$ cat src/rtl/timebase_min_sec.sv
// ---------------------------------------------------------------------------
// timebase_min_sec
//
// Seconds/minutes timebase for the wall clock. A free-running divider turns
// clk_in into a one-cycle tick per second; seconds (0-59) and minutes (0-59)
// count on that tick. Minute rollover 59->0 produces the hour event that feeds
// the 12-hour counter downstream. hr_clk_out is a registered, stretched copy of
// the hour event whose rising edge clocks that counter.
//
// Optional build macro: TIMEBASE_HR_SET_EN
//   Defined   -> adds hr_inc_in, a front-panel hour-set button that raises an
//                hour event without touching seconds or minutes.
//   Undefined -> hour events only come from minute rollover.
//
// Parameters:
//   TICK_DIV    system clock cycles per second (>= 2)
//   HR_CLK_HOLD number of second ticks hr_clk_out stays high (>= 1)
//
// Ports:
//   clk_in        system clock, rising edge
//   reset_in      synchronous reset, active-low
//   run_in        1 = divider and seconds advance, 0 = frozen
//   min_inc_in    debounced minute-set button; each rising edge adds a minute
//   sec_clr_in    level; holds divider and seconds at zero
//   hr_inc_in     (TIMEBASE_HR_SET_EN only) hour-set button
//   sec_count_out seconds, binary 0-59
//   min_count_out minutes, binary 0-59
//   sec_tick_out  one-cycle pulse per second
//   hr_tick_out   one-cycle pulse per hour event
//   hr_clk_out    registered hour clock for the downstream hour counter
// ---------------------------------------------------------------------------
module timebase_min_sec #(
    parameter int TICK_DIV    = 100000000,
    parameter int HR_CLK_HOLD = 1
) (
    input  logic       clk_in,
    input  logic       reset_in,
    input  logic       run_in,
    input  logic       min_inc_in,
    input  logic       sec_clr_in,
`ifdef TIMEBASE_HR_SET_EN
    input  logic       hr_inc_in,
`endif
    output logic [7:0] sec_count_out,
    output logic [7:0] min_count_out,
    output logic       sec_tick_out,
    output logic       hr_tick_out,
    output logic       hr_clk_out
);

    localparam int DIV_W  = (TICK_DIV > 1) ? $clog2(TICK_DIV) : 1;
    localparam int HOLD_W = (HR_CLK_HOLD > 1) ? $clog2(HR_CLK_HOLD) : 1;

    localparam logic [DIV_W-1:0]  DIV_LAST  = DIV_W'(TICK_DIV - 1);
    localparam logic [HOLD_W-1:0] HOLD_LAST = HOLD_W'(HR_CLK_HOLD - 1);

    // Button inputs handled by the edge detector: bit 0 is always the
    // minute-set button, bit 1 (when built in) the hour-set button.
`ifdef TIMEBASE_HR_SET_EN
    localparam int NUM_SET = 2;
`else
    localparam int NUM_SET = 1;
`endif

    logic [DIV_W-1:0]   div_reg;
    logic [7:0]         sec_reg;
    logic [7:0]         min_reg;
    logic               sec_tick_reg;
    logic               hr_tick_reg;
    logic               hr_clk_reg;
    logic [HOLD_W-1:0]  hold_reg;
    logic [NUM_SET-1:0] set_cur_reg;
    logic [NUM_SET-1:0] set_prev_reg;

    logic [NUM_SET-1:0] set_raw;
    logic [NUM_SET-1:0] set_pulse;
    logic               tick;
    logic               carry;
    logic               min_adv;
    logic               nat_hr;
    logic               hr_event;

`ifdef TIMEBASE_HR_SET_EN
    assign set_raw = {hr_inc_in, min_inc_in};
`else
    assign set_raw = min_inc_in;
`endif

    // The buttons are registered once, then compared with their previous
    // registered value, so a set pulse appears one cycle after the input rises
    // and takes effect on the second edge.
    assign set_pulse = set_cur_reg & ~set_prev_reg;

    // A clear on the same edge suppresses the tick and therefore the carry.
    assign tick    = run_in && !sec_clr_in && (div_reg == DIV_LAST);
    assign carry   = tick && (sec_reg == 8'd59);
    // A carry and a set pulse on the same edge advance the minute only once.
    assign min_adv = carry || set_pulse[0];
    assign nat_hr  = carry && (min_reg == 8'd59);

`ifdef TIMEBASE_HR_SET_EN
    // A coincident hour-set merges into the natural event; a set request
    // while the hour clock is still high is dropped.
    assign hr_event = nat_hr || (set_pulse[1] && !hr_clk_reg);
`else
    assign hr_event = nat_hr;
`endif

    always_ff @(posedge clk_in) begin
        if (!reset_in) begin
            div_reg      <= '0;
            sec_reg      <= '0;
            min_reg      <= '0;
            sec_tick_reg <= 1'b0;
            hr_tick_reg  <= 1'b0;
            hr_clk_reg   <= 1'b0;
            hold_reg     <= '0;
            set_cur_reg  <= '0;
            set_prev_reg <= '0;
        end else begin
            set_cur_reg  <= set_raw;
            set_prev_reg <= set_cur_reg;

            if (sec_clr_in) begin
                div_reg <= '0;
            end else if (run_in) begin
                div_reg <= (div_reg == DIV_LAST) ? '0 : div_reg + 1'b1;
            end

            if (sec_clr_in) begin
                sec_reg <= '0;
            end else if (tick) begin
                sec_reg <= (sec_reg == 8'd59) ? 8'd0 : sec_reg + 8'd1;
            end

            if (min_adv) begin
                min_reg <= (min_reg == 8'd59) ? 8'd0 : min_reg + 8'd1;
            end

            sec_tick_reg <= tick;
            hr_tick_reg  <= hr_event;

            // hr_clk rises with the hour event and falls on the edge of the
            // HR_CLK_HOLD-th following second tick.
            if (hr_event) begin
                hr_clk_reg <= 1'b1;
                hold_reg   <= '0;
            end else if (hr_clk_reg && tick) begin
                if (hold_reg == HOLD_LAST) begin
                    hr_clk_reg <= 1'b0;
                    hold_reg   <= '0;
                end else begin
                    hold_reg <= hold_reg + 1'b1;
                end
            end
        end
    end

    assign sec_count_out = sec_reg;
    assign min_count_out = min_reg;
    assign sec_tick_out  = sec_tick_reg;
    assign hr_tick_out   = hr_tick_reg;
    assign hr_clk_out    = hr_clk_reg;

endmodule

$ cat config.mk
export PLATFORM = sky130hd
export DESIGN_NAME = timebase_min_sec
export DESIGN_NICKNAME = d
export VERILOG_FILES = /design/src/rtl/timebase_min_sec.sv
export SDC_FILE = /design/constraint.sdc
export NUM_CORES = 1
export LEC_CHECK = 0
export ABC_AREA = 1
export BUFFER_PORTS_ARGS = -buffer_cell sky130_fd_sc_hd__buf_4
export CAP_MARGIN = 40
export CORE_UTILIZATION = 48
export CTS_CLUSTER_DIAMETER = 80
export DETAILED_ROUTE_END_ITERATION = 7
export PLACE_DENSITY = 0.77
export SYNTH_ARGS = -nofsm -noshare
export SYNTH_HDL_FRONTEND = slang
export SYNTH_SLANG_ARGS = --single-unit
export TNS_END_PERCENT = 1
$ cat constraint.sdc
create_clock -name clk_in -period 1.77 [get_ports clk_in]
set_clock_uncertainty 0.2 [all_clocks]
set_input_delay 0.2655 -clock clk_in [delete_from_list [all_inputs] [get_ports clk_in]]
set_output_delay 0.2655 -clock clk_in [all_outputs]
set_load 0.01 [all_outputs]
* Yosys cells after proc, flatten, opt, wreduce, memory -nomap -nowiden
Cells that the tools add are included.
** Storage, ports and cells
- Bits in registers :: 49
- Latch bits :: 0
- Bits in writable memories :: 0
- Memory bits (read-only) :: 0
- Output and inout port bits :: 19
- Memories :: 0
** Cells by class
- Add/sub/neg operators :: 4
- Multipliers :: 0
- Div/mod/pow operators :: 0
- Magnitude comparators :: 0
- Eq/ne operators :: 4
- Shifts and indexed selects :: 0
- Mux-type cells :: 7
- Bitwise operators :: 3
- Reductions and logical operators :: 11
** Operators with widths (number)
- 27-bit by 1-bit adder with 27-bit output (second input constant) :: 1
- 27-bit equality test (second input constant) :: 1
- 27-bit two-way mux :: 1
- 8-bit by 1-bit adder with 8-bit output (second input constant) :: 2
- 8-bit by 6-bit equality test with 1-bit output (second input constant) :: 2
- 8-bit two-way mux :: 2
- 1-bit logical AND :: 5
- 1-bit two-way mux :: 4
- 2-bit OR reduction :: 2
- 2-bit by 1-bit != test with 1-bit output (second input constant) :: 1
- 1-bit inverter :: 2
- 2-bit AND reduction :: 1
- 2-bit nonzero test :: 1
- 1-bit adder (second input constant) :: 1
- 1-bit AND :: 1
- 1-bit zero test :: 1
- 1-bit logical OR :: 1

* Depth between registers and ports, before layout
Gate-level depths: netlist (run 1).
- Depth after elaboration :: 7
- Mapped depth :: 11
- Mapped depth without buffers :: 11

* Least setup slack after synthesis (run 1)
OpenSTA, ideal clock, no wires.
- Kind :: register to register
- Start :: register min_reg[0] (netlist: min_count_out[0])
- End :: register min_reg[1] (netlist: min_count_out[1])
- Library setup time :: 0.117 ns
- Arrival :: 1.348 ns
- Required time :: 1.453 ns
- Path slack :: 0.105 ns
- Stages on the path, launching flop included :: 8
- Buffers on the path :: 0
- Period minus slack after synthesis :: 1.665 ns
- Path through :: dfxtp_1 -> ha_1 -> nand3_1 -> nor3_2 -> inv_1 -> nand2_1 -> a21boi_0 -> nor2_1
** On the way
- Longest elaborated chain between the ends :: 2
- Elaborated cells on any way between the ends :: 3
- Those cells by class :: add/sub (1); eq/ne (1); mux (1)
** Ends and longest elaborated chain
- start, declared :: RTL line 67 : logic [7:0] min_reg;
- start signal, assigned :: RTL line 137 : min_reg <= (min_reg == 8'd59) ? 8'd0 : min_reg + 8'd1;
- 8-bit by 1-bit adder with 8-bit output or 8-bit by 6-bit equality test with 1-bit output (tied branches) :: RTL line 137
- 8-bit two-way mux (*) :: RTL line 137
Every way passes the cells marked *; elsewhere a longest branch is shown, timed or not.
A chain may end at the register's enable or synchronous reset.

* Worst setup path after layout (run 1)
- Start :: register div_reg[23]
- End :: register min_reg[2] (netlist: min_count_out[2])
** On the way
- Longest elaborated chain between the ends :: 4
** Ends and longest elaborated chain
- start, declared :: RTL line 65 : logic [DIV_W-1:0] div_reg;
- start signal, assigned :: RTL line 127 : div_reg <= (div_reg == DIV_LAST) ? '0 : div_reg + 1'b1;
- 27-bit equality test :: RTL line 95 : assign tick = run_in && !sec_clr_in && (div_reg == DIV_LAST);
- 1-bit logical AND :: RTL line 95
- 1-bit logical AND :: RTL line 96 : assign carry = tick && (sec_reg == 8'd59);
- 1-bit logical OR :: RTL line 98 : assign min_adv = carry || set_pulse[0];
Every way passes these cells.

==> reports/qor.log, run 1 <==
qor: status.outcome finished with violations
qor: status.violations design-rule violations
qor: sta.fmaxAchievable 568.4 MHz
qor: clock_network.numClockSinks 48
qor: routing.wl_per_cell 12.96 um
qor: yosys.netlist_top_cells_count sky130_fd_sc_hd__nand2_1 (65), sky130_fd_sc_hd__nor2_1 (61), sky130_fd_sc_hd__dfxtp_1 (48)
qor: routing.route.antenna.remaining_nets 0
qor: worst_hold_path.min_delay_startpoint run_in
qor: worst_setup_path.cp_cell_sequence nand2_1 > nor2_2 > nand3_1 > nor2_4 > nand3_4 > nand2_4 > nand2_1 > a21oi_1
qor: yosys.synth_area 2729 um2
qor: worst_setup_path.top_cell_by_count_worst_path sky130_fd_sc_hd__nand2_1
qor: place.post-dp-hpwl 4.814 mm
qor: sta.setup_viol 0
qor: job.drv_cap 0
qor: floorplanning.initial_utilization 49.56%
qor: worst_setup_path.cpMaxStageDelayCell sky130_fd_sc_hd__dfxtp_2
qor: yosys.edff_count_synth 0
qor: finish.flow.area_growth_from_synthesis 29.25%
qor: floorplanning.die_h 77.40 um
qor: yosys.synth.distinct_cells 38
qor: grt.grt_antenna_before_repair 0
qor: finish.final_standard_cell_area_without_fillers 3527 um2
qor: clock_network.cts_buffers 5
qor: routing.wl_met3 275 um
qor: power.leakagePower 1.430 nW
qor: yosys.yosys_most_used_dff sky130_fd_sc_hd__dfxtp_1
qor: sta.setup_repair_after_global_routing_missed_its_margin true
qor: worst_setup_path.setup_cp_type reg2reg
qor: grt.grt_first_pass_wirelength 10.79 mm
qor: floorplanning.die_x_extent 77.40 um
qor: routing.detail_route.iter0.violations 151
qor: worst_setup_path.cp_max_fo 5
qor: worst_setup_path.critical_path.reg2reg.startpoint div_reg[23]
qor: sta.slew_at_the_pin_closest_to_its_max_slew_limit 347.2 ps
qor: yosys.postSynthAreaPerCell 7.125 um2
qor: routing.drt-vias-per-instance 5.155
qor: yosys.ys_top_cells_by_area sky130_fd_sc_hd__dfxtp_1 (35%), sky130_fd_sc_hd__nand2_1 (8.9%), sky130_fd_sc_hd__nor2_1 (8.4%)
qor: yosys.number_of_warnings_printed_during_yosys_synthesis 0
qor: yosys.synth_sequential_area_ratio 35.21%
qor: yosys.synth_top_cell_area_share 35.21%
qor: routing.routed_wirelength 6.764 mm
qor: finish.largest_reg_flops 27
qor: routing.drt_first_pass_iters 6
qor: grt.gr-usage-all-layers 22.31%
qor: floorplanning.core_area 5507 um2
qor: yosys.syn_nets 391
qor: clock_network.clk_pin_slew_worst_paths 90 ps
qor: floorplanning.placementRows 27
qor: worst_setup_path.slowest_delay 360 ps
qor: place.detailed_place.area 3179 um2
qor: floorplanning.num_io_pins 24
qor: yosys.synth.most_common_cell sky130_fd_sc_hd__nand2_1
qor: floorplanning.die_area 5991 um2
qor: routing.route.detailed.drc 2
qor: grt.grt_pass1_vias 2422
qor: worst_setup_path.worst_setup_path_end_kind flop
qor: yosys.yosysTopAreaCell sky130_fd_sc_hd__dfxtp_1
qor: worst_setup_path.crit_required 1810 ps
qor: sta.slew_headroom 76.64%
qor: clock_network.clk_root_buffer_cell sky130_fd_sc_hd__clkbuf_8
qor: worst_setup_path.cp_data_arrival_time 1800 ps
qor: worst_setup_path.setup.worst_path.start_class flop
qor: place.portBuffers 23
qor: grt.grt_max_degree 16
qor: worst_hold_path.hold_path.class in2reg
qor: finish.design.final.nets 457
qor: sta.hold_violations 0
qor: routing.met1Wirelength 3.127 mm
qor: power.ir_drop_worst_vdd 0.0004881 V
qor: sta.final.period_utilization 99.40%
qor: power.power_density 585.8 nW/um2
qor: yosys.postSynthRegisterBits 48
qor: finish.fin_util 64.05%
qor: routing.route.met2.wl 3.280 mm
qor: clock_network.insertion_delay 310 ps
qor: finish.drive_gt1_share 31.56%
qor: worst_setup_path.critical_path.startpoint div_reg[23]
qor: routing.vias 2691
qor: routing.top_layer met4
qor: yosys.synthArstFlopShare 0%
qor: yosys.synthCells 383
qor: sta.period_needed 1759 ps
qor: finish.antenna_cells 0
qor: clock_network.htree_num_levels 2
qor: finish.nFillCells 469
qor: grt.grt_overflow_total 0
qor: clock_network.cts-root-to-sink-buffers 2
qor: clock_network.cts_tree yes
qor: sta.slew_viol_final 0
qor: place.gp_routability_congestion 0.8500
## per-stage QoR
stage	std cells	setup slack [ps]	hold WS (ps)	setup TNS (ps)	power, mW
after floorplan	383	104.7	159.0	0	1.183
after global placement	502	23.24	224.4	0	1.229
after detailed placement	502	-43.66	233.9	-233.9	1.231
after CTS	519	-0.5259	73.05	-0.5259	2.069
after global routing	522	-98.56	89.65	-996.1	2.120
final	522	10.55	80.68	0	2.066
## critical path: cells and delay by family (launching register included)
| family | cells | cell delay [ps] |
|---|---|---|
| and+or+nand+nor | 7 | 1000 |
| DFF | 1 | 360 |
| AOI/OAI and AO/OA | 1 | 130 |
## timing repair
action	CTS	global route
cloned	3	0
hold buffers	3	0
pin swaps	3	8
endpoints found under the hold margin	2	0
resized for setup	9	30
setup buffers	3	3
endpoints found under the setup margin	9	39
## kinds of logic (layout without fill, tap and decap cells)
logic type      Yosys count  after routing  synth area share (%)
simple gates            228            230                 43.01
buf+inv                  57            122                 8.619
flops                    48             48                 35.21
compound gates           29             29                 6.007
xor+xnor                 18             18                 5.777
fa+ha+maj                 3              3                 1.376
## layout make-up
cell class / count / area (um2) / share of cell area (%)
Multi-Input combinational cell: 280 / 1625 / 46.08
Sequential cell: 48 / 984.7 / 27.92
Timing Repair Buffer: 61 / 505.5 / 14.33
Inverter: 53 / 200.2 / 5.676
Tap cell: 72 / 90.09 / 2.554
Clock buffer: 6 / 82.58 / 2.341
Clock inverter: 2 / 38.79 / 1.100
## power breakdown
part           switching, mW  internal [mW]
combinational         0.0697         0.0527
sequential           0.00945           1.09
clock                  0.386          0.462
total                  0.465           1.60
## final timing paths
check	to	slack (ps)	cells after the start
hold / removal	div_reg[0]	80	3
setup / recovery	min_count_out[2]	10	8
setup reg to reg	min_count_out[2]	10	8
hold reg to reg	set_prev_reg	240	2
## layer usage
layer | vias up | GRT usage [%]
li1 | 1368 | -
met1 | 1242 | 29.22
met2 | 74 | 37.08
met3 | 7 | 2.941
met4 | 0 | 8.679
met5 | - | 0
## layout by cell type, fill, tap and decap left out, types with 2 or more instances in the layout
master / instances
sky130_fd_sc_hd__nand2_4: 5
sky130_fd_sc_hd__buf_4: 54
sky130_fd_sc_hd__nor2_1: 58
sky130_fd_sc_hd__nand2_2: 11
sky130_fd_sc_hd__o21ai_2: 3
sky130_fd_sc_hd__dfxtp_4: 2
sky130_fd_sc_hd__dfxtp_1: 33
sky130_fd_sc_hd__nor2_2: 7
sky130_fd_sc_hd__clkbuf_8: 6
sky130_fd_sc_hd__nand3_1: 27
sky130_fd_sc_hd__ha_1: 2
sky130_fd_sc_hd__inv_2: 9
sky130_fd_sc_hd__nand3b_1: 3
sky130_fd_sc_hd__xnor2_1: 4
sky130_fd_sc_hd__or2_2: 2
sky130_fd_sc_hd__a21oi_2: 2
sky130_fd_sc_hd__nor4_1: 5
sky130_fd_sc_hd__nor2_4: 8
sky130_fd_sc_hd__xor2_1: 14
sky130_fd_sc_hd__a21oi_1: 16
sky130_fd_sc_hd__o21ai_0: 2
sky130_fd_sc_hd__dlygate4sd3_1: 3
sky130_fd_sc_hd__nor3_2: 2
sky130_fd_sc_hd__nand4_1: 11
sky130_fd_sc_hd__nor3b_1: 3
sky130_fd_sc_hd__dfxtp_2: 13
sky130_fd_sc_hd__nor3_1: 18
sky130_fd_sc_hd__nor3_4: 2
sky130_fd_sc_hd__buf_6: 2
sky130_fd_sc_hd__inv_1: 43
sky130_fd_sc_hd__nand3_2: 3
sky130_fd_sc_hd__nand2_1: 61
(Power assumes the default switching activity.)
==> inputs of run 2 (changes only) <==
--- a/config.mk
+++ b/config.mk
@@ -8,10 +8,11 @@
 export ABC_AREA = 1
 export BUFFER_PORTS_ARGS = -buffer_cell sky130_fd_sc_hd__buf_4
 export CAP_MARGIN = 40
+export CORE_ASPECT_RATIO = 0.7
 export CORE_UTILIZATION = 48
 export CTS_CLUSTER_DIAMETER = 80
 export DETAILED_ROUTE_END_ITERATION = 7
-export PLACE_DENSITY = 0.77
+export PLACE_DENSITY_LB_ADDON = 0.1
 export SYNTH_ARGS = -nofsm -noshare
 export SYNTH_HDL_FRONTEND = slang
 export SYNTH_SLANG_ARGS = --single-unit
==> run 2 against run 1 <==
Against the previous run:
- the run now ends clean
- wire length shrank 1.0%
- sequential share of layout area grew 0.38 points
- worst setup slack improved by 53 ps
- clock-buffer cell count unchanged
- global-route usage increased by 2.0 points
- register-to-register slack improved by 50 ps
- non-clock buffer count is 1 higher
- sequential power is essentially flat
- largest power group unchanged
==> reports/qor.log, run 2 (synthesis gave the netlist of run 1 again) <==
qor: status.outcome complete, no violations
qor: sta.slew_viol_final 0 [unchanged]
qor: finish.antenna_cells 0 [unchanged]
qor: routing.drt_first_pass_iters 4 [-2]
qor: sta.totalNegativeSetupSlack 0 ps [unchanged]
qor: sta.period_needed 1707 ps [-52.58 ps]
qor: power.power.total 1.857 mW [-10%]
qor: grt.grt_max_degree 14 [-2]
qor: place.post-place-ws -23.87 ps [+19.79 ps]
qor: worst_hold_path.hold_path.class in2reg
qor: routing.route.detailed.drc 0 [-2]
qor: routing.route.antenna.remaining_nets 0 [unchanged]
qor: worst_setup_path.worst_setup_path_end_kind flop
qor: clock_network.htree_num_levels 2 [unchanged]
qor: floorplanning.num_io_pins 24 [unchanged]
qor: worst_setup_path.setup_cp_type reg2reg
qor: floorplanning.placementRows 22 [-19%]
qor: worst_setup_path.cp_max_fo 4 [-1]
qor: finish.flow.area_growth_from_synthesis 26.69%
qor: grt.gr-usage-all-layers 24.33% [+2.0 points]
qor: clock_network.cts-root-to-sink-buffers 2 [unchanged]
qor: finish.design.final.nets 458 [+0.22%]
qor: sta.timing.final.ws_setup 63.13 ps [+52.58 ps]
qor: worst_setup_path.cp_data_arrival_time 1700 ps [-100 ps]
qor: place.post-dp-hpwl 4.929 mm [+2.4%]
qor: clock_network.cts_buffers 5 [unchanged]
qor: finish.most-common-layout-cells sky130_fd_sc_hd__nand2_1 (63), sky130_fd_sc_hd__buf_4 (60), sky130_fd_sc_hd__nor2_1 (58), sky130_fd_sc_hd__inv_1 (42), sky130_fd_sc_hd__dfxtp_1 (34)
qor: grt.grt_first_pass_wirelength 11.47 mm [+6.3%]
qor: finish.drive_gt1_share 32.67% [+1.1 points]
qor: power.power_density 537.1 nW/um2 [-8.3%]
qor: routing.wl_per_cell 12.83 um [-1.0%]
qor: sta.slew_headroom 72.88% [-3.8 points]
qor: place.gp_routability_congestion 0.8686 [+2.2%]
qor: grt.grt_util_met2 35.63% [-1.4 points]
qor: sta.setup_repair_after_global_routing_missed_its_margin true
qor: clock_network.numClockSinks 48 [unchanged]
qor: worst_setup_path.crit_required 1760 ps [-50 ps]
qor: sta.hold_violations 0 [unchanged]
qor: power.leakagePower 1.376 nW [-3.7%]
qor: floorplanning.die_h 65.09 um [-16%]
qor: job.drv_cap 0 [unchanged]
qor: grt.globalRouteMet3Util 4.225% [+1.3 points]
qor: grt.grt_overflow_total 0 [unchanged]
qor: sta.setup_viol 0 [unchanged]
qor: grt.grt_pass1_vias 2400 [-0.91%]
qor: sta.slew_at_the_pin_closest_to_its_max_slew_limit 406.4 ps [+59.18 ps]
qor: clock_network.clk_pin_slew_worst_paths 90 ps [about the same]
qor: floorplanning.core_area 5368 um2 [-2.5%]
qor: routing.detail_route.iter0.violations 188 [+25%]
qor: place.portBuffers 23 [unchanged]
qor: clock_network.clk_root_buffer_cell sky130_fd_sc_hd__clkbuf_8
qor: routing.routed_wirelength 6.695 mm [-1.0%]
qor: routing.vias 2612 [-2.9%]
qor: finish.largest_reg_flops 27 [unchanged]
qor: routing.drt-vias-per-instance 5.004 [-2.9%]
qor: floorplanning.die_x_extent 92.12 um [+19%]
qor: clock_network.insertion_delay 300 ps [about the same]
qor: floorplanning.initial_utilization 50.84% [+1.3 points]
qor: finish.mostFrequentLayoutCell sky130_fd_sc_hd__nand2_1
qor: sta.worst_hold_slack 2.142 ps [-78.54 ps]
qor: power.ir_drop_worst_vdd 0.0004121 V [-16%]
qor: sta.fmaxAchievable 585.9 MHz [+3.1%]
qor: grt.grt_util_met1 36.94% [+7.7 points]
qor: grt.grt_antenna_before_repair 0 [unchanged]
qor: grt.globalRoute.busiestLayer met1
qor: sta.final.period_utilization 96.43% [-3.0 points]
qor: floorplanning.die_area 5996 um2 [about the same]
qor: clock_network.cts_tree yes
qor: worst_setup_path.setup.worst_path.start_class flop
## run 2: path summary, 6_finish.rpt
check                   start               end  slack [ps]  depth (start not counted)
hold reg to reg   set_cur_reg      set_prev_reg         240                          2
hold / removal       reset_in      set_prev_reg           2                          3
setup reg to reg   div_reg[0]  min_count_out[5]          60                          9
setup / recovery   div_reg[0]  min_count_out[5]          60                          9
## run 2: layout make-up
class                   instances  area, um2
repair buffers                 62      480.5
multi-input cells             280       1630
clock buffers                   6      72.57
fillers                       499       1911
flip-flops and latches         48      978.4
well taps                      72      90.09
clock inverters                 1      5.005
inverters                      53      200.2
## run 2: per-layer routing
layer / vias up / routed length (um)
li1: 1369 / -
met3: 5 / 297
met4: 0 / 38
met5: - / 0
met1: 1178 / 3593
met2: 60 / 2765
## run 2: repair_timing
| item | 4_1_cts | 5_1_grt |
|---|---|---|
| resized for setup | 6 | 29 |
| buffers inserted | 3 | 1 |
| endpoints found under the hold margin | 1 | 0 |
| pin swaps | 4 | 9 |
| setup endpoints to repair | 8 | 28 |
| gates cloned | 2 | 0 |
| hold buffers | 1 | 0 |
## run 2: critical path: stages, from the launching register on
cell                      delay, ps
sky130_fd_sc_hd__dfxtp_2        360
sky130_fd_sc_hd__ha_4           150
sky130_fd_sc_hd__nand3_2        100
sky130_fd_sc_hd__nor2_4         140
sky130_fd_sc_hd__nand2_2         70
sky130_fd_sc_hd__nor2_4         140
sky130_fd_sc_hd__buf_4          140
sky130_fd_sc_hd__nand3_2        110
sky130_fd_sc_hd__nand3_1        120
sky130_fd_sc_hd__a21oi_1         70
## run 2: report_power, final
part	switching, mW	total, mW	internal, mW
Combinational	0.0684	0.119	0.0506
Clock	0.370	0.640	0.270
Sequential	0.00923	1.10	1.09
## run 2: metrics by stage
stage / cell area, um2 / util [%] / instances
after floorplan: 2729 / - / 383
after global placement: 3224 / 60.07 / 508
after detailed placement: 3224 / 60.07 / 508
after CTS: 3363 / 62.66 / 521
after global routing: 3457 / 64.41 / 522
final: 3457 / 64.41 / 522
==> inputs of run 3 (changes only) <==
--- a/config.mk
+++ b/config.mk
@@ -5,7 +5,6 @@
 export SDC_FILE = /design/constraint.sdc
 export NUM_CORES = 1
 export LEC_CHECK = 0
-export ABC_AREA = 1
 export BUFFER_PORTS_ARGS = -buffer_cell sky130_fd_sc_hd__buf_4
 export CAP_MARGIN = 40
 export CORE_ASPECT_RATIO = 0.7
==> run 3 against run 2 <==
Against the previous run:
- the run now ends with negative setup slack left
- synthesized area is 21% lower
- combinational power is 12% lower
- hold slack better by 57 ps
- wire length is 21% lower
- global-route usage is 0.39 points higher
- cell area is 9.2% lower
- sequential power hardly changed
- clock power is 1% higher
- largest power group unchanged
==> reports/qor.log, run 3 <==
qor: floorplanning.core_area 4329 um2 [-19%]
qor: routing.route.detailed.drc 0 [unchanged]
qor: finish.design.final.nets 345 [-25%]
qor: yosys.syn_nets 255 [-35%]
qor: clock_network.htree_num_levels 2 [unchanged]
qor: sta.fmaxAchievable 415.1 MHz [-29%]
qor: status.violations negative setup slack
qor: routing.route.met2.wl 2.331 mm [-16%]
qor: floorplanning.num_io_pins 24 [unchanged]
qor: routing.drt-vias-per-instance 5.305 [+6.0%]
qor: routing.top_layer met4
qor: yosys.yosys_most_used_dff sky130_fd_sc_hd__dfxtp_1
qor: routing.route.antenna.remaining_nets 0 [unchanged]
qor: yosys.ys_top_cells_by_area sky130_fd_sc_hd__dfxtp_1 (44%), sky130_fd_sc_hd__xor2_1 (8.1%), sky130_fd_sc_hd__nor2_1 (7.1%)
qor: place.portBuffers 23 [unchanged]
qor: floorplanning.die_h 58.12 um [-11%]
qor: finish.register_area 969.7 um2 [-0.90%]
qor: grt.grt_max_degree 28 [+14]
qor: sta.slew_at_the_pin_closest_to_its_max_slew_limit 320.8 ps [-85.59 ps]
qor: routing.detail_route.iter0.violations 96 [-49%]
qor: clock_network.cts-root-to-sink-buffers 2 [unchanged]
qor: finish.fin_util 72.54% [+8.1 points]
qor: finish.largest_reg_flops 27 [unchanged]
qor: yosys.edff_count_synth 0 [unchanged]
qor: place.post-place-ws -727.1 ps [-703.2 ps]
qor: status.outcome finished with violations
qor: clock_network.clk_root_buffer_cell sky130_fd_sc_hd__clkbuf_8
qor: routing.vias 2085 [-20%]
qor: worst_hold_path.hold_path.class in2reg
qor: worst_setup_path.setup.worst_path.start_class flop
qor: yosys.netlist_top_cells_count sky130_fd_sc_hd__dfxtp_1 (48), sky130_fd_sc_hd__nor2_1 (41), sky130_fd_sc_hd__xor2_1 (20)
qor: routing.wl_per_cell 13.52 um [+5.4%]
qor: finish.multi_input_area 1271 um2 [-22%]
qor: clock_network.cts_tree yes
qor: yosys.synth.distinct_cells 35 [-7.9%]
qor: place.post-dp-hpwl 3.744 mm [-24%]
qor: sta.slew_headroom 78.41% [+5.5 points]
qor: grt.grt_overflow_total 0 [unchanged]
qor: worst_setup_path.setup_cp_type reg2reg
qor: clock_network.insertion_delay 300 ps [about the same]
qor: yosys.synth_area 2160 um2 [-21%]
qor: power.ir_drop_worst_vdd 0.0003930 V [-4.6%]
qor: floorplanning.initial_utilization 49.88% [-0.95 points]
qor: worst_setup_path.cp_max_fo 6 [+2]
qor: yosys.synth_top_cell_area_share 44.50% [+9.3 points]
qor: yosys.synthCells 247 [-36%]
qor: power.power_density 586.9 nW/um2 [+9.3%]
qor: sta.slew_viol_final 0 [unchanged]
qor: finish.nFillCells 340 [-32%]
qor: finish.flow.area_growth_from_synthesis 45.42%
qor: sta.setup_repair_after_global_routing_missed_its_margin true
qor: yosys.postSynthAreaPerCell 8.743 um2 [+23%]
qor: floorplanning.die_area 4776 um2 [-20%]
qor: routing.drt_first_pass_iters 5 [+1]
qor: floorplanning.placementRows 20 [-9.1%]
qor: sta.final.period_utilization 136.1% [+40 points]
qor: sta.period_needed 2409 ps [+702.4 ps]
qor: finish.mostFrequentLayoutCell sky130_fd_sc_hd__buf_4
qor: place.detailed_place.area 2850 um2 [-12%]
qor: grt.grt_first_pass_wirelength 8.804 mm [-23%]
qor: worst_setup_path.crit_required 1810 ps [+50 ps]
qor: sta.hold_violations 0 [unchanged]
qor: finish.most-common-layout-cells sky130_fd_sc_hd__buf_4 (83), sky130_fd_sc_hd__dfxtp_1 (41), sky130_fd_sc_hd__nor2_1 (39), sky130_fd_sc_hd__xor2_1 (20), sky130_fd_sc_hd__nand3_1 (17)
qor: grt.grt_antenna_before_repair 0 [unchanged]
qor: power.leakagePower 1.212 nW [-12%]
qor: job.drv_cap 0 [unchanged]
qor: finish.drive_gt1_share 37.57% [+4.9 points]
qor: floorplanning.die_x_extent 82.17 um [-11%]
qor: sta.timing.final.ws_setup -639.3 ps [-702.4 ps]
qor: sta.setup_viol 46 [+46]
qor: finish.antenna_cells 0 [unchanged]
qor: power.power.total 1.843 mW [-0.75%]
qor: place.gp_routability_congestion 0.8777 [+1.0%]
qor: clock_network.numClockSinks 48 [unchanged]
qor: routing.wl_met3 240 um [-19%]
qor: worst_setup_path.worst_setup_path_end_kind flop
qor: clock_network.clk_pin_slew_worst_paths 90 ps [about the same]
qor: finish.final_standard_cell_area_without_fillers 3141 um2 [-9.2%]
qor: yosys.postSynthRegisterBits 48 [unchanged]
qor: grt.gr-usage-all-layers 24.73% [+0.39 points]
qor: yosys.synthArstFlopShare 0% [unchanged]
qor: yosys.synth_sequential_area_ratio 44.50% [+9.3 points]
qor: yosys.number_of_warnings_printed_during_yosys_synthesis 0 [unchanged]
qor: clock_network.cts_buffers 5 [unchanged]
qor: yosys.synth.most_common_cell sky130_fd_sc_hd__dfxtp_1
qor: routing.met1Wirelength 2.685 mm [-25%]
qor: routing.routed_wirelength 5.315 mm [-21%]
qor: worst_setup_path.cp_data_arrival_time 2450 ps [+750 ps]
qor: grt.grt_pass1_vias 1880 [-22%]
qor: yosys.yosysTopAreaCell sky130_fd_sc_hd__dfxtp_1
==> run 3: cells by family after synthesis <==
| group | count (synthesis) | share of synthesized area [%] |
|---|---|---|
| flops | 48 | 44.50 |
| mux | 1 | 0.4635 |
| fa+ha+maj | 3 | 1.738 |
| buf+inv | 14 | 2.781 |
| compound gates | 23 | 6.779 |
| xor+xnor | 32 | 12.98 |
| simple gates | 126 | 30.76 |
==> run 3: final timing paths <==
kind	start	to	slack, ps	cells past startpoint
min	sec_clr_in	sec_tick_out	60	3
min reg2reg	set_cur_reg	set_prev_reg	280	1
max	div_reg[0]	min_count_out[7]	-640	6
max reg2reg	div_reg[0]	min_count_out[7]	-640	6
==> run 3: final cells by class <==
cell class | instances | share of cell area (%)
Clock buffer | 5 | 2.191
Clock inverter | 3 | 0.5976
Tap cell | 55 | 2.191
Sequential cell | 48 | 30.88
Timing Repair Buffer | 91 | 22.95
Inverter | 6 | 0.7171
Multi-Input combinational cell | 185 | 40.48
==> run 3: report_power, final <==
group	internal, mW	leakage [nW]	switching, mW	total (mW)
logic	0.0535	0.773	0.0519	0.105
clock network	0.276	0.0479	0.372	0.648
registers	1.09	0.391	0.00425	1.09
total	1.41	1.21	0.428	1.84
==> run 3: routing by layer <==
layer	vias to the layer above	GRT usage (%)
met2	48	37.43
met5	-	0
li1	1055	-
met3	8	5.669
met4	0	7.519
met1	974	34.82
==> run 3: timing repair <==
item / 4_1_cts / 5_1_grt
setup endpoints to repair: 46 / 46
gates resized for setup: 26 / 12
endpoints found under the hold margin: 1 / 0
buffers inserted: 4 / 1
hold buffers: 1 / 0
pin swaps: 17 / 5
==> run 3: per-stage QoR <==
stage               TNS [ps]  std cells  hold slack [ps]
finish                -17350        393            59.18
global route          -21450        393            48.84
CTS                   -17220        392            46.91
floorplan             -17890        247            144.8
global placement      -19470        379            243.5
detailed placement    -20770        379            255.2
==> run 3: worst max-delay path, stage by stage, from the launching register on <==
cell and delay [ps]:
sky130_fd_sc_hd__dfxtp_2 370, sky130_fd_sc_hd__ha_4 140, sky130_fd_sc_hd__nand4_2 110, sky130_fd_sc_hd__or3_4 350, sky130_fd_sc_hd__o41a_1 520, sky130_fd_sc_hd__or4_1 500, sky130_fd_sc_hd__a21oi_1 140
